[config.mk]
export PLATFORM = sky130hd
export DESIGN_NAME = clint_multi_hart_flat
export DESIGN_NICKNAME = d
export VERILOG_FILES = /design/src/rtl/clint_multi_hart_if.sv /design/src/rtl/clint_multi_hart.sv /design/src/flat_wrapper.sv
export SDC_FILE = /design/constraint.sdc
export NUM_CORES = 1
export LEC_CHECK = 0
export CORE_MARGIN = 2
export CORE_UTILIZATION = 40
export DETAILED_ROUTE_END_ITERATION = 8
export DONT_BUFFER_PORTS = 1
export MAX_ROUTING_LAYER = met4
export PLACE_DENSITY = 0.5
export SLEW_MARGIN = 25
export SYNTH_ARGS = -nofsm -noshare
export SYNTH_HDL_FRONTEND = slang
export SYNTH_SLANG_ARGS = --single-unit
[constraint.sdc]
create_clock -name clk -period 2.6 [get_ports clk]
set_input_delay 0.52 -clock clk [delete_from_list [all_inputs] [get_ports clk]]
set_output_delay 0.52 -clock clk [all_outputs]
set_load 0.02 [all_outputs]
[src/rtl/clint_multi_hart_if.sv]
// Native valid/ready peripheral bus between a CPU and the CLINT.
// master drives requests, slave returns registered read data and ready.
interface clint_multi_hart_if #(
   parameter int ADDR_W = 16,
   parameter int DATA_W = 32
);
   logic                  valid;
   logic [ADDR_W-1:0]     address;
   logic [DATA_W-1:0]     wdata;
   logic [DATA_W/8-1:0]   wstrb;
   logic [DATA_W-1:0]     rdata;
   logic                  ready;

   modport master (
      output valid, address, wdata, wstrb,
      input  rdata, ready
   );

   modport slave (
      input  valid, address, wdata, wstrb,
      output rdata, ready
   );
endinterface

[src/rtl/clint_multi_hart.sv]
// Multi-hart core-local interruptor: MSIP, MTIMECMP and a shared MTIME.
// Optional CLINT_MTIME_SNAPSHOT_EN: coherent high-word read via shadow.
module clint_multi_hart #(
   parameter int N_HARTS = 2,
   parameter int ADDR_W  = 16,
   parameter int DATA_W  = 32,
   parameter int MTIME_W = 64
) (
   input  logic                clk,
   input  logic                reset,
   input  logic                rtc_in,
   clint_multi_hart_if.slave   bus,
   output logic [N_HARTS-1:0]  mtip,
   output logic [N_HARTS-1:0]  msip
);

   function automatic logic [31:0] f_merge(
      input logic [31:0] i_old,
      input logic [31:0] i_new,
      input logic [3:0]  i_stb
   );
      f_merge = i_old;
      for (int b = 0; b < 4; b++) begin
         if (i_stb[b]) f_merge[8*b +: 8] = i_new[8*b +: 8];
      end
   endfunction

   logic [MTIME_W-1:0] r_mtime;
   logic [MTIME_W-1:0] r_cmp [N_HARTS];
   logic [N_HARTS-1:0] r_msip;
   logic [N_HARTS-1:0] r_mtip_o;
   logic [N_HARTS-1:0] r_msip_o;
   logic               r_rtc_s1;
   logic               r_rtc_s2;
   logic               r_rtc_s3;
   logic               r_ready;
   logic [DATA_W-1:0]  r_rdata;

   logic [ADDR_W-1:0]  w_addr_raw;
   logic [31:0]        w_addr;
   logic               w_rd;
   logic               w_wr;
   logic               w_msip_hit;
   logic               w_cmp_hit;
   logic               w_cmp_hi;
   logic               w_mt_lo;
   logic               w_mt_hi;
   logic               w_mt_wr;
   logic               w_tick;
   logic [11:0]        w_msip_idx;
   logic [10:0]        w_cmp_idx;
   logic [63:0]        w_mt64;
   logic [63:0]        w_mt_new64;
   logic [63:0]        w_cmp_sel64;
   logic [63:0]        w_cmp_new64;
   logic [DATA_W-1:0]  w_rval;

   assign w_addr_raw = bus.address;
   assign w_addr     = 32'(w_addr_raw);
   assign w_rd       = bus.valid && (bus.wstrb == '0);
   assign w_wr       = bus.valid && (bus.wstrb != '0);
   assign w_msip_hit = (w_addr[31:14] == 18'h0) && (w_addr[1:0] == 2'b0);
   assign w_cmp_hit  = (w_addr[31:14] == 18'h1) && (w_addr[1:0] == 2'b0);
   assign w_msip_idx = w_addr[13:2];
   assign w_cmp_idx  = w_addr[13:3];
   assign w_cmp_hi   = w_addr[2];
   assign w_mt_lo    = (w_addr == 32'hBFF8);
   assign w_mt_hi    = (w_addr == 32'hBFFC);
   assign w_mt_wr    = w_wr && (w_mt_lo || w_mt_hi);
   assign w_tick     = r_rtc_s2 && !r_rtc_s3;
   assign w_mt64     = 64'(r_mtime);

   assign w_mt_new64 = w_mt_lo
      ? {w_mt64[63:32], f_merge(w_mt64[31:0], bus.wdata, bus.wstrb)}
      : {f_merge(w_mt64[63:32], bus.wdata, bus.wstrb), w_mt64[31:0]};

   assign w_cmp_new64 = w_cmp_hi
      ? {f_merge(w_cmp_sel64[63:32], bus.wdata, bus.wstrb), w_cmp_sel64[31:0]}
      : {w_cmp_sel64[63:32], f_merge(w_cmp_sel64[31:0], bus.wdata, bus.wstrb)};

`ifdef CLINT_MTIME_SNAPSHOT_EN
   logic [MTIME_W-33:0] r_shadow;

   // Shadow of the upper MTIME bits, latched on low-word read or MTIME write
   always_ff @(posedge clk or negedge reset) begin
      if (!reset) begin
         r_shadow <= '0;
      end else if (w_mt_wr) begin
         r_shadow <= w_mt_new64[MTIME_W-1:32];
      end else if (w_rd && w_mt_lo) begin
         r_shadow <= r_mtime[MTIME_W-1:32];
      end
   end
`endif

   // Read mux and selected-compare lookup for the current bus address
   always_comb begin
      w_rval      = '0;
      w_cmp_sel64 = '0;
      for (int h = 0; h < N_HARTS; h++) begin
         if (w_cmp_idx == 11'(h)) w_cmp_sel64 = 64'(r_cmp[h]);
      end
      unique case (1'b1)
         w_msip_hit: begin
            for (int h = 0; h < N_HARTS; h++) begin
               if (w_msip_idx == 12'(h)) w_rval = DATA_W'(r_msip[h]);
            end
         end
         w_cmp_hit: begin
            if (32'(w_cmp_idx) < N_HARTS)
               w_rval = w_cmp_hi ? w_cmp_sel64[63:32] : w_cmp_sel64[31:0];
         end
         w_mt_lo: w_rval = w_mt64[31:0];
`ifdef CLINT_MTIME_SNAPSHOT_EN
         w_mt_hi: w_rval = 32'(r_shadow);
`else
         w_mt_hi: w_rval = w_mt64[63:32];
`endif
         default: w_rval = '0;
      endcase
   end

   // RTC synchroniser, edge detect and MTIME counter (bus write beats tick)
   always_ff @(posedge clk or negedge reset) begin
      if (!reset) begin
         r_rtc_s1 <= 1'b0;
         r_rtc_s2 <= 1'b0;
         r_rtc_s3 <= 1'b0;
         r_mtime  <= '0;
      end else begin
         r_rtc_s1 <= rtc_in;
         r_rtc_s2 <= r_rtc_s1;
         r_rtc_s3 <= r_rtc_s2;
         if (w_mt_wr) begin
            r_mtime <= w_mt_new64[MTIME_W-1:0];
         end else if (w_tick) begin
            r_mtime <= r_mtime + MTIME_W'(1);
         end
      end
   end

   // Per-hart MSIP bits and MTIMECMP registers
   always_ff @(posedge clk or negedge reset) begin
      if (!reset) begin
         r_msip <= '0;
         for (int h = 0; h < N_HARTS; h++) r_cmp[h] <= '1;
      end else if (w_wr) begin
         for (int h = 0; h < N_HARTS; h++) begin
            if (w_msip_hit && w_msip_idx == 12'(h) && bus.wstrb[0])
               r_msip[h] <= bus.wdata[0];
            if (w_cmp_hit && w_cmp_idx == 11'(h))
               r_cmp[h] <= w_cmp_new64[MTIME_W-1:0];
         end
      end
   end

   // Bus response: one-cycle ready, registered read data
   always_ff @(posedge clk or negedge reset) begin
      if (!reset) begin
         r_ready <= 1'b0;
         r_rdata <= '0;
      end else begin
         r_ready <= bus.valid;
         if (bus.valid) r_rdata <= w_rval;
      end
   end

   // Registered interrupt outputs
   always_ff @(posedge clk or negedge reset) begin
      if (!reset) begin
         r_mtip_o <= '0;
         r_msip_o <= '0;
      end else begin
         for (int h = 0; h < N_HARTS; h++) r_mtip_o[h] <= (r_mtime >= r_cmp[h]);
         r_msip_o <= r_msip;
      end
   end

   assign bus.ready = r_ready;
   assign bus.rdata = r_rdata;
   assign mtip      = r_mtip_o;
   assign msip      = r_msip_o;

endmodule

[src/flat_wrapper.sv]
// flat-port wrapper written by rule: the top's interface ports become plain ports
module clint_multi_hart_flat 
#(
   parameter int N_HARTS = 2,
   parameter int ADDR_W  = 16,
   parameter int DATA_W  = 32,
   parameter int MTIME_W = 64
)
  (clk, reset, rtc_in, mtip, msip, bus_valid, bus_address, bus_wdata, bus_wstrb, bus_rdata, bus_ready);
  clint_multi_hart_if #(.ADDR_W(ADDR_W), .DATA_W(DATA_W)) bus_i ();
  input  logic clk;
  input  logic reset;
  input  logic rtc_in;
  output logic [N_HARTS-1:0] mtip;
  output logic [N_HARTS-1:0] msip;
  input wire logic [$bits(bus_i.valid)-1:0] bus_valid;
  input wire logic [$bits(bus_i.address)-1:0] bus_address;
  input wire logic [$bits(bus_i.wdata)-1:0] bus_wdata;
  input wire logic [$bits(bus_i.wstrb)-1:0] bus_wstrb;
  output wire logic [$bits(bus_i.rdata)-1:0] bus_rdata;
  output wire logic [$bits(bus_i.ready)-1:0] bus_ready;
  assign bus_i.valid = bus_valid;
  assign bus_i.address = bus_address;
  assign bus_i.wdata = bus_wdata;
  assign bus_i.wstrb = bus_wstrb;
  assign bus_rdata = bus_i.rdata;
  assign bus_ready = bus_i.ready;
  clint_multi_hart #(.N_HARTS(N_HARTS), .ADDR_W(ADDR_W), .DATA_W(DATA_W), .MTIME_W(MTIME_W)) u_core (.clk(clk), .reset(reset), .rtc_in(rtc_in), .bus(bus_i), .mtip(mtip), .msip(msip));
endmodule
---- Word-level counts from Yosys, hierarchy flattened ----
Cells that the tools add are included.
operators by class
  add/subtract/negate cells ............... 1
  $lt $le $gt $ge ......................... 3
  eq/ne operators ......................... 11
  mux-type cells .......................... 23
  reductions and logical operators ........ 31
operators by type and width
  operator                                                                        count
  64-bit 2-to-1 mux                                                               6
  64-bit greater-or-equal comparator                                              2
  32-bit one-hot mux with 4 select lines                                          1
  8-bit 2-to-1 mux                                                                12
  64-bit by 1-bit adder with 64-bit output (second input constant)                1
  32-bit 2-to-1 mux                                                               2
  16-bit == test (second input constant)                                          2
  3-bit AND reduction                                                             8
  18-bit zero test                                                                1
  12-bit by 1-bit == test with 1-bit output (second input constant)               1
  12-bit zero test                                                                1
  11-bit by 1-bit == test with 1-bit output (second input constant)               1
  1-bit logical AND                                                               11
  11-bit zero test                                                                1
  11-bit by 2-bit less-than comparator with 1-bit output (second input constant)  1
  2-bit != test (second input constant)                                           5
  2-bit AND reduction                                                             4
  4-bit nonzero test                                                              1
  2-bit by 1-bit == test with 1-bit output (second input constant)                1
  2-bit zero test                                                                 1
  1-bit 2-to-1 mux                                                                2
  2-bit by 1-bit != test with 1-bit output (second input constant)                1
  2-bit nonzero test                                                              1
  1-bit zero test                                                                 1
  1-bit logical OR                                                                1
word-level totals
  bits in registers ....................... 234
  output and inout port bits .............. 37
  word-level logic and storage cells ...... 88

---- Depth between registers and ports, before layout ----
Gate-level depths: netlist of the first run.
  depth after elaboration ................. 6
  mapped depth ............................ 10
  gate-level depth less buffers ........... 8

---- Worst setup path before layout of the first run ----
Ideal clock, no wire load.
  kind .................................... input port to flip-flop
  start ................................... input port bus_address[3]
  end ..................................... register u_core.r_mtime[52]
  library setup time ...................... 0.124 ns
  data arrival time ....................... 2.247 ns
  data required time ...................... 2.476 ns
  setup slack ............................. 0.228 ns
  stages .................................. 10
  buffers on the path ..................... 5
  cell sequence ........................... buf_4 nand3_2 or4_1 buf_2 nand2b_4 buf_2 buf_2 buf_2 o22ai_1 a2bb2oi_2
on the way
  cells in the longest elaborated chain, start to end .. 5
  elaborated cells between the ends (all ways) .. 9
  those cells by class .................... 4 x eq/ne; 1 x mux; 4 x reduce/logical
RTL lines
  what                                                           RTL line                                        source
  from (decl)                                                    flat_wrapper.sv:17                              input wire logic [$bits(bus_i.address)-1:0] bus_address;
  16-bit == test (on tied branches)                              clint_multi_hart.sv:67, clint_multi_hart.sv:68
  1-bit logical OR                                               clint_multi_hart.sv:69                          assign w_mt_wr = w_wr && (w_mt_lo || w_mt_hi);
  1-bit logical AND                                              clint_multi_hart.sv:69
  2-bit != test (no line) or 2-bit nonzero test (tied branches)  n/a
  3-bit AND reduction (no line)                                  n/a
  to (signal assigned)                                           clint_multi_hart.sv:135                         r_mtime <= w_mt_new64[MTIME_W-1:0];
  to (signal assigned)                                           clint_multi_hart.sv:137                         r_mtime <= r_mtime + MTIME_W'(1);
  to (decl)                                                      clint_multi_hart.sv:28                          logic [MTIME_W-1:0] r_mtime;
Parallel ways exist; a longest one is shown, timed or not.
A chain may end at the register's enable or synchronous reset.

---- Worst setup path after layout of the first run ----
  start ................................... register u_core.r_mtime[10]
  end ..................................... register u_core.r_mtip_o[0], in the netlist u_core.mtip[0]
on the way
  cells in the longest elaborated chain, start to end .. 1
RTL lines
  what                                RTL line                 source
  64-bit greater-or-equal comparator  clint_multi_hart.sv:174  for (int h = 0; h < N_HARTS; h++) r_mtip_o[h] <= (r_mtime >= r_cmp[h]);
  to (signal assigned)                clint_multi_hart.sv:171  r_mtip_o <= '0;
  to (decl)                           clint_multi_hart.sv:31   logic [N_HARTS-1:0] r_mtip_o;
No other way between the ends.

==> results of run 1 <==
==> cells by family after synthesis <==
group	share of synthesized area
AND/OR/NAND/NOR	0.207
AO/OA/AOI/OAI	0.219
buffers and inverters	0.0704
flip-flops	0.364
adder cells (fa/ha/maj)	0.0976
multiplexers	0.0425
XOR/XNOR	0.000530
==> flip-flops by register name (all words and copies together) (netlist names) <==
signal,cells
u_core.r_mtime,64
u_core.msip,2
u_core.r_cmp,128
u_core.mtip,2
u_core.r_rtc_s1,1
u_core.r_rtc_s3,1
u_core.bus.rdata,32
u_core.r_msip,2
u_core.bus.ready,1
u_core.r_rtc_s2,1
==> what timing repair did <==
action | in CTS | in global routing
resized for setup | 14 | 4
setup endpoints to repair | 2 | 4
hold endpoints to repair | 236 | 234
setup buffers | 8 | 0
pin swaps | 9 | 1
==> layer usage <==
metal | share of wire | vias up
li1 | - | 7468
met1 | 0.47 | 7590
met2 | 0.43 | 520
met3 | 0.070 | 113
met4 | 0.029 | 0
met5 | 0 | -
==> path summary, 6_finish.rpt <==
| path | endpoint | from | slack, ns |
|---|---|---|---|
| worst max-delay path | u_core.mtip[0] | u_core.r_mtime[10] | 0.009 |
| worst min-delay path | u_core.bus.rdata[2] | reset | -0.37 |
| worst max register to register | u_core.mtip[0] | u_core.r_mtime[10] | 0.009 |
| worst min register to register | u_core.r_rtc_s2 | u_core.r_rtc_s1 | 0.35 |
| max in group asynchronous | u_core.r_mtime[13] | reset | 2.28 |
| min in group clk | u_core.bus.rdata[6] | bus_valid | 0.04 |
==> area by class of cell <==
class / count / area, um^2 / area share
inverters: 176 / 661 / 0.0345
diodes: 3 / 7.51 / 0.000392
clock inverters: 6 / 105 / 0.00549
multi-input cells: 1503 / 9470 / 0.495
well taps: 532 / 666 / 0.0348
flip-flops and latches: 234 / 6020 / 0.314
clock buffers: 50 / 937 / 0.0489
repair buffers: 164 / 1290 / 0.0672
==> cell usage in the layout, fill, tap and decap left out, drive strengths merged, types with 7 or more instances in the layout <==
master,count
or3,11
o2bb2ai,8
inv,176
nand3,49
o31ai,8
nor2,98
mux2i,68
a21o,16
o22ai,40
nor2b,7
a31oi,29
nand2,279
and3,43
nor3,73
nor4,25
a22o,8
dfrtp,106
a211oi,15
buf,162
nand2b,7
clkbuf,50
o21ai,240
ha,129
a21oi,187
and2,7
nand4,56
dfstp,128
o22a,8
or4,8
==> metrics by stage <==
stage | worst slack, ns | util | power [mW]
2_1_floorplan | 0.228 | - | 4.17
3_3_place_gp | -0.467 | 0.439 | 4.36
3_5_place_dp | -0.505 | 0.439 | 4.37
4_1_cts | -0.0878 | 0.468 | 8.91
5_1_grt | -0.0304 | 0.469 | 9.12
6_report | 0.00853 | 0.469 | 8.84
==> where the power goes <==
part | switching, mW | internal (mW) | total (mW)
Combinational | 0.385 | 0.285 | 0.670
Clock | 1.73 | 2.72 | 4.45
Sequential | 0.0328 | 3.68 | 3.72
==> metrics.md, run 1 <==
| Metric | Value |
|---|---|
| Crit. path cell count | 8 |
| H-tree depth | 1 |
| Hold Crit Class | in2async |
| Critical Path AT | 3.10 ns |
| Chip width | 207 um |
| Gate Count Post-Synth | 2,037 |
| Worst-Margin Slew | 0.808 ns |
| Final #Nets | 2,294 |
| Drt pass-1 iters | 5 |
| Most numerous cell in the Yosys netlist | nand2_1 |
| Clk_lat worst skew | 0.59 ns |
| Starting Density | 0.405 |
| Startpoint types | flip-flop |
| ANT nets after route | 0 |
| Fin crit share | 0.997 |
| Endpoints failing hold | 131 |
| Reg2reg path depth | 8 |
| Post-Syn Nets | 2,222 |
| Vias per Instance | 5.88 |
| GRT overflow | 0 |
| Die Span Y | 207 um |
| Post-synth EDFFs | 0 |
| GP Congestion | 0.903 |
| CP Class | reg2reg |
| M2 GR Usage | 0.424 |
| Yosys top cell area share | 0.203 |
| Outcome | finished, violations left |
| Vias in the first global route | 15,200 |
| Hpwl dp | 44.1 mm |
| PwrDens | 461 nW/um^2 |
| Total number of vias | 15,700 |
| Worst-case clock buffer depth | 3 |
| Clock transition at path regs | 0.06 ns |
| WP buf/inv | 1 |
| Commonest cells post-synth | 279 x nand2_1, 229 x o21ai_0, 187 x a21oi_1 |
| Leakage | 7.40 nW |
| Post-synth cell types | 82 |
| GRT Total Usage | 0.293 |
| PortBufs | 0 |
| First-pass GRT wire length | 95.3 mm |
| Total CTS buffers | 30 |
| Avg WL per Cell | 23.3 um |
| DRT Wirelength | 62.0 mm |
| Placed Cells incl. Taps | 2,599 |
| Layout cells sized above 1 | 0.183 |
| FFs w/ async S/R, synth | 1.00 |
| Area grow syn2layout | 15.8% |
| Routing usage on met1 | 0.417 |
| Setup_tns | 0 ns |
| Minimum clock period | 2.59 ns |
| Clk sinks | 234 |
| WHS | -0.371 ns |
| Final Skew | 0.00841 ns |
| Slowest cell on the critical path | or4_4 |
| Post-route cell area | 19,200 um^2 |
| Relative slew slack | 0.462 |
| Yosys top cell by area | dfstp_2 |
| Fillcell total | 4,061 |
| Critical-path maximum fanout | 8 |
| Peak supply drop | 421 uV |
| Initial antenna violation count | 2 |
| CTS Root Cell | clkbuf_16 |
| Max-slew violations | 0 |
| Cts hold-fix bufs | 2 |
| RSZ-0062 raised after global routing | true |
| DP Area | 17,900 um^2 |
| Crit path max-delay family | simple AND/OR/NAND/NOR gates |
| Syn_area_per_cell | 8.12 um^2 |
| Die area | 43,000 um^2 |
| Synthesis warning total | 0 |
| CP peak stage delay | 0.62 ns |
| Seq/Total Area, Yosys | 0.364 |
| Worst Path Required | 3.11 ns |
| CTS tree | yes |
| Final setup viols | 0 |
| Non-Filler Instances | 2,668 |
| Cell Rows | 74 |
| Initial drt markers | 1,414 |
| Mapped cell area | 16,500 um^2 |
| Core area | 40,800 um^2 |
| CP endpoint kind | flip-flop |
| Failing checks | hold timing |
| Critical-path cell list | buf_4 > ha_1 > nand4_1 > or4_4 > nor4_4 > or3_4 > a22oi_2 > a21oi_1 |
| # DRC | 0 |
| GRT busiest layer | met2 |
| Io pins | 93 |
| Achievable clock frequency | 0.386 GHz |
| Top_reg_cell synth | dfstp_2 |
| Largest net degree at the start of global routing | 235 |
| Ranking of synthesized cells by area | dfstp_2 20%, dfrtp_1 16%, ha_1 9.8%, o21ai_0 6.9%, nand2_1 6.3% |
| Met3 usage | 0.0507 |
| MaxCap Viol Count | 0 |
| Synthesized flop and latch total | 234 |
Power figures use the tool's default switching activity.
==> run 2: changes to the inputs <==
- PLACE_DENSITY: 0.5 -> 0.52
- clock period: 2.6 -> 2.2 ns (I/O delays scaled with it)
==> metrics.md, run 2 (synthesized netlist as in run 1, its figures left out) <==
| Metric | Value |
|---|---|
| Outcome | finished, violations left (unchanged) |
| Failing checks | hold timing, setup timing (was hold timing) |
| CP Class | reg2reg (unchanged) |
| MaxCap Viol Count | 0 (unchanged) |
| Final WS setup | -0.330 ns (was 0.00853 ns) |
| Die area | 43,000 um^2 (unchanged) |
| Hpwl dp | 45.9 mm (was 44.1 mm) |
| Initial antenna violation count | 1 (was 2) |
| Clk sinks | 234 (unchanged) |
| Final #Nets | 2,473 (was 2,294) |
| Die Span Y | 207 um (unchanged) |
| FF-to-FF Start | u_core.r_mtime[13] (was u_core.r_mtime[10]) |
| Final setup viols | 15 (was 0) |
| Critical Path AT | 3.05 ns (was 3.10 ns) |
| Most common cell after layout, fill and taps aside | buf_4 (was nand2_1) |
| Startpoint types | flip-flop (unchanged) |
| DRT Wirelength | 63.9 mm (was 62.0 mm) |
| Achievable clock frequency | 0.395 GHz (was 0.386 GHz) |
| H-tree depth | 1 (unchanged) |
| Drt pass-1 iters | 6 (was 5) |
| Worst Path Required | 2.72 ns (was 3.11 ns) |
| GRT overflow | 0 (unchanged) |
| Minimum clock period | 2.53 ns (was 2.59 ns) |
| Critical-path maximum fanout | 4 (was 8) |
| Post-layout utilization of the core | 0.516 (was 0.469) |
| Worst R2R End | u_core.mtip[0] (unchanged) |
| Total CTS buffers | 30 (unchanged) |
| Relative slew slack | 0.453 (was 0.462) |
| Peak supply drop | 523 uV (was 421 uV) |
| ANT nets after route | 0 (unchanged) |
| Leakage | 8.50 nW (was 7.40 nW) |
| Max reg flops | 128 (unchanged) |
| Critical Path Source | u_core.r_mtime[13] (was u_core.r_mtime[10]) |
| CTS tree | yes (unchanged) |
| PwrDens | 506 nW/um^2 (was 461 nW/um^2) |
| RSZ-0062 raised after global routing | true (unchanged) |
| Placed Cells incl. Taps | 2,764 (was 2,599) |
| Worst-case clock buffer depth | 3 (unchanged) |
| First-pass GRT wire length | 98.4 mm (was 95.3 mm) |
| CP peak stage delay | 0.62 ns (about the same) |
| Largest net degree at the start of global routing | 235 (unchanged) |
| Vias in the first global route | 16,000 (was 15,200) |
| Total number of vias | 16,300 (was 15,700) |
| Setup_tns | -1.76 ns (was 0 ns) |
| Non-Filler Instances | 2,847 (was 2,668) |
| Io pins | 93 (unchanged) |
| Clock transition at path regs | 0.06 ns (about the same) |
| CP endpoint kind | flip-flop (unchanged) |
| Initial drt markers | 1,375 (was 1,414) |
| GP Congestion | 0.938 (was 0.903) |
| Chip width | 207 um (unchanged) |
| CP endpoint | u_core.mtip[0] (unchanged) |
| Reg2Reg Setup Slack | -0.33 ns (was 0.009 ns) |
| Clk_lat worst skew | 0.59 ns (about the same) |
| Cell Rows | 74 (unchanged) |
| Fin crit share | 1.15 (was 0.997) |
| GRT Total Usage | 0.302 (was 0.293) |
| Layout cells sized above 1 | 0.276 (was 0.183) |
| WHS | -0.451 ns (was -0.371 ns) |
| Reg2reg path depth | 8 (unchanged) |
| CTS Root Cell | clkbuf_16 (unchanged) |
| Final Skew | 0.0157 ns (was 0.00841 ns) |
| Core area | 40,800 um^2 (unchanged) |
| Area grow syn2layout | 27.4% (was 15.8%) |
| Vias per Instance | 5.73 (was 5.88) |
| PortBufs | 0 (unchanged) |
| Hold Crit Class | in2async (unchanged) |
| Worst-Margin Slew | 0.820 ns (was 0.808 ns) |
| Most frequent cells in the layout | 316 x buf_4, 279 x nand2_1, 228 x o21ai_0 (was 279 x nand2_1, 229 x o21ai_0, 185 x a21oi_1) |
| Top reg by flops | u_core.r_cmp (unchanged) |
| # DRC | 0 (unchanged) |
| Avg WL per Cell | 22.4 um (was 23.3 um) |
| Place WS | -0.765 ns (was -0.505 ns) |
| Endpoints failing hold | 195 (was 131) |
| Starting Density | 0.405 (unchanged) |
| Slowest cell on the critical path | or4_4 (unchanged) |
| Max-slew violations | 0 (unchanged) |
| Cts hold-fix bufs | 4 (was 2) |
| Critical-path cell list | buf_4 > ha_1 > nand4_1 > or4_4 > nor4_4 > or3_4 > a22oi_1 > a21oi_1 (was buf_4 > ha_1 > nand4_1 > or4_4 > nor4_4 > or3_4 > a22oi_2 > a21oi_1) |
run 2: cell types whose count changed in the layout (fill, tap and decap cells not counted), moves of 7 or more:
| cell | delta |
|---|---|
| buf_4 | +158 |
| buf_6 | +16 |
| dfrtp_1 | -14 |
| dfrtp_2 | +14 |
| ha_1 | -8 |
| ha_4 | +8 |
| nor4_1 | -7 |
run 2: routing by layer:
| metal | track usage | part of all wire | vias to the layer above |
|---|---|---|---|
| met2 | 0.446 | 0.44 | 537 |
| met5 | - | 0 | - |
| met4 | 0.0931 | 0.025 | 0 |
| met3 | 0.0514 | 0.063 | 98 |
| li1 | - | - | 7816 |
| met1 | 0.421 | 0.47 | 7854 |
run 2: timing repair:
action	in CTS	in global routing
setup buffers	11	11
gates resized for setup	50	58
pin swaps	10	35
cloned	0	0
setup endpoints to repair	31	38
endpoints found under the hold margin	271	234
run 2: area by class of cell:
cell class	instances	area (um^2)
Antenna cell	3	7.51
Sequential cell	234	6030
Inverter	176	661
Clock inverter	11	134
Clock buffer	45	928
Timing Repair Buffer	343	2740
Multi-Input combinational cell	1503	9900
Fill cell	3885	19800
Tap cell	532	666
run 2: critical path: cells and delay by family, from the launching register on:
| family | cells | cell delay [ns] |
|---|---|---|
| AND/OR/NAND/NOR | 4 | 1.38 |
| adder cells (fa/ha/maj) | 1 | 0.29 |
| AO/OA/AOI/OAI | 2 | 0.20 |
| buffers and inverters | 1 | 0.17 |
| flip-flops | 1 | 0.41 |
run 2: power by group:
part,internal (mW),switching (mW),total [mW]
Clock,3.24,2.08,5.32
Combinational,0.429,0.511,0.940
Sequential,4.36,0.0397,4.39
run 2: worst min path at each step:
stage                      from                  end  depth (start not counted)
final                     reset     u_core.bus.ready                          0
after floorplan           reset  u_core.bus.rdata[0]                          0
after CTS                 reset     u_core.bus.ready                          0
after global routing      reset     u_core.bus.ready                          0
after detailed placement  reset     u_core.bus.ready                          0
after global placement    reset     u_core.bus.ready                          0
run 2: metrics by stage:
step | total power [mW] | cell area [um^2]
after floorplan | 4.94 | 16600
after global placement | 5.20 | 19200
after detailed placement | 5.22 | 19200
after CTS | 10.7 | 20700
after global routing | 11.0 | 21100
final | 10.7 | 21100
==> run 3: changes to the inputs <==
==> constraint.sdc (replaced) <==
create_clock -name clk -period 2.2 [get_ports clk]
set_input_delay 0.66 -clock clk [delete_from_list [all_inputs] [get_ports clk]]
set_output_delay 0.66 -clock clk [all_outputs]
set_load 0.02 [all_outputs]
==> metrics.md, run 3 (synthesized netlist as in run 1, its figures left out) <==
| Metric | Value |
|---|---|
| Place WS | -0.550 ns (was -0.765 ns) |
| Vias in the first global route | 16,400 (was 16,000) |
| CTS tree | yes (unchanged) |
| Critical Path AT | 2.91 ns (was 3.05 ns) |
| Chip width | 207 um (unchanged) |
| # DRC | 0 (unchanged) |
| Hpwl dp | 45.5 mm (was 45.9 mm) |
| Area grow syn2layout | 33.4% (was 27.4%) |
| Avg WL per Cell | 22.4 um (about the same) |
| Final WS setup | -0.204 ns (was -0.330 ns) |
| Total CTS buffers | 29 (was 30) |
| Leakage | 8.97 nW (was 8.50 nW) |
| DRT Wirelength | 65.3 mm (was 63.9 mm) |
| Initial antenna violation count | 1 (unchanged) |
| Io pins | 93 (unchanged) |
| Worst-case clock buffer depth | 3 (unchanged) |
| Clk_lat worst skew | 0.60 ns (was 0.59 ns) |
| RSZ-0062 raised after global routing | true (unchanged) |
| Worst Path Required | 2.70 ns (was 2.72 ns) |
| MaxCap Viol Count | 0 (unchanged) |
| Largest net degree at the start of global routing | 235 (unchanged) |
| Startpoint types | flip-flop (unchanged) |
| CP Class | reg2reg (unchanged) |
| GP Congestion | 0.971 (was 0.938) |
| GRT busiest layer | met2 (unchanged) |
| Achievable clock frequency | 0.416 GHz (was 0.395 GHz) |
| Peak supply drop | 624 uV (was 523 uV) |
| Total power | 10.4 mW (was 10.7 mW) |
| Hold Crit Class | in2async (unchanged) |
| Clk sinks | 234 (unchanged) |
| GRT Total Usage | 0.303 (was 0.302) |
| Max-slew violations | 0 (unchanged) |
| Clock transition at path regs | 0.06 ns (about the same) |
| Max reg flops | 128 (unchanged) |
| Die area | 43,000 um^2 (unchanged) |
| Top reg by flops | u_core.r_cmp (unchanged) |
| Final Skew | 0.0208 ns (was 0.0157 ns) |
| CP endpoint kind | flip-flop (unchanged) |
| GRT overflow | 0 (unchanged) |
| First-pass GRT wire length | 99.3 mm (was 98.4 mm) |
| Starting Density | 0.405 (unchanged) |
| Initial drt markers | 1,229 (was 1,375) |
| Final setup viols | 15 (unchanged) |
| Antenna Cells | 0 (was 3) |
| WHS | -0.239 ns (was -0.451 ns) |
| Worst-Margin Slew | 0.702 ns (was 0.820 ns) |
| Relative slew slack | 0.530 (was 0.453) |
| Fillcell total | 3,851 (was 3,885) |
| Critical-path maximum fanout | 5 (was 4) |
| H-tree depth | 1 (unchanged) |
| PortBufs | 0 (unchanged) |
| ANT nets after route | 0 (unchanged) |
| Final #Nets | 2,550 (was 2,473) |
| Drt pass-1 iters | 6 (unchanged) |
| M2 GR Usage | 0.465 (was 0.446) |
| Vias per Instance | 5.77 (was 5.73) |
| Most common cell after layout, fill and taps aside | buf_4 (unchanged) |
| Most frequent cells in the layout | 378 x buf_4, 275 x nand2_1, 168 x inv_1 (was 316 x buf_4, 279 x nand2_1, 228 x o21ai_0) |
| Total number of vias | 16,800 (was 16,300) |
| Die Span Y | 207 um (unchanged) |
| Core area | 40,800 um^2 (unchanged) |
| Endpoints failing hold | 117 (was 195) |
| Failing checks | hold timing, setup timing (unchanged) |
| Layout cells sized above 1 | 0.327 (was 0.276) |
| Outcome | finished, violations left (unchanged) |
| Fin crit share | 1.09 (was 1.15) |
| CTS Root Cell | clkbuf_16 (unchanged) |
| Met3 usage | 0.0365 (was 0.0514) |
| PwrDens | 473 nW/um^2 (was 506 nW/um^2) |
| Minimum clock period | 2.40 ns (was 2.53 ns) |
| Cell Rows | 74 (unchanged) |
| Routing usage on met1 | 0.423 (was 0.421) |
## run 3: area by class of cell
type,count,area [um^2],area share
Inverter,176,661,0.0299
Clock inverter,13,129,0.00584
Tap cell,532,666,0.0302
Clock buffer,41,851,0.0385
Sequential cell,234,6030,0.273
Multi-Input combinational cell,1503,10400,0.470
Timing Repair Buffer,421,3370,0.153
## run 3: worst paths after layout
check                                        start                   to  slack, ns  cells after the start
worst min register to register     u_core.r_rtc_s1      u_core.r_rtc_s2       0.35                      0
worst max register to register  u_core.r_mtime[27]   u_core.r_mtime[52]      -0.20                      7
worst max-delay path            u_core.r_mtime[27]   u_core.r_mtime[52]      -0.20                      7
min in group clk                         bus_valid     u_core.bus.ready       0.09                      0
max in group asynchronous                    reset    u_core.r_cmp[112]       1.97                      0
worst min-delay path                         reset  u_core.bus.rdata[2]      -0.24                      0
## run 3: critical path, stage by stage, from the launching register on
cell       delay, ns
dfrtp_1         0.40
buf_6           0.14
nand4_1         0.23
or3_4           0.47
or4_4           0.50
nor4_4          0.31
o22ai_2         0.10
a2bb2oi_2       0.16
## run 3: per-layer routing
layer	part of all wire	vias to the layer above
met5	0	-
met4	0.022	0
met3	0.061	103
met2	0.46	565
met1	0.46	8169
li1	-	7999
## run 3: metrics by stage
| step | instances | TNS, ns | hold WS (ns) | area [um^2] | utilization |
|---|---|---|---|---|---|
| after floorplan | 2037 | -9.40 | 0.331 | 16900 | - |
| after global placement | 2779 | -34.21 | 0.334 | 19400 | 0.476 |
| after detailed placement | 2779 | -35.95 | 0.336 | 19400 | 0.476 |
| after CTS | 2888 | -1.33 | -0.260 | 21300 | 0.523 |
| after global routing | 2920 | -3.08 | -0.251 | 22100 | 0.541 |
| final | 2920 | -1.51 | -0.239 | 22100 | 0.541 |
## run 3: timing repair
action / in CTS / in global routing
endpoints found under the setup margin: 30 / 42
endpoints found under the hold margin: 229 / 143
buffers inserted: 56 / 34
pin swaps: 47 / 59
gates resized for setup: 95 / 99
## run 3: power by group
| group | internal [mW] | switching, mW | total (mW) |
|---|---|---|---|
| sequential | 4.35 | 0.0475 | 4.40 |
| clock | 2.92 | 2.10 | 5.02 |
| combinational | 0.478 | 0.536 | 1.01 |
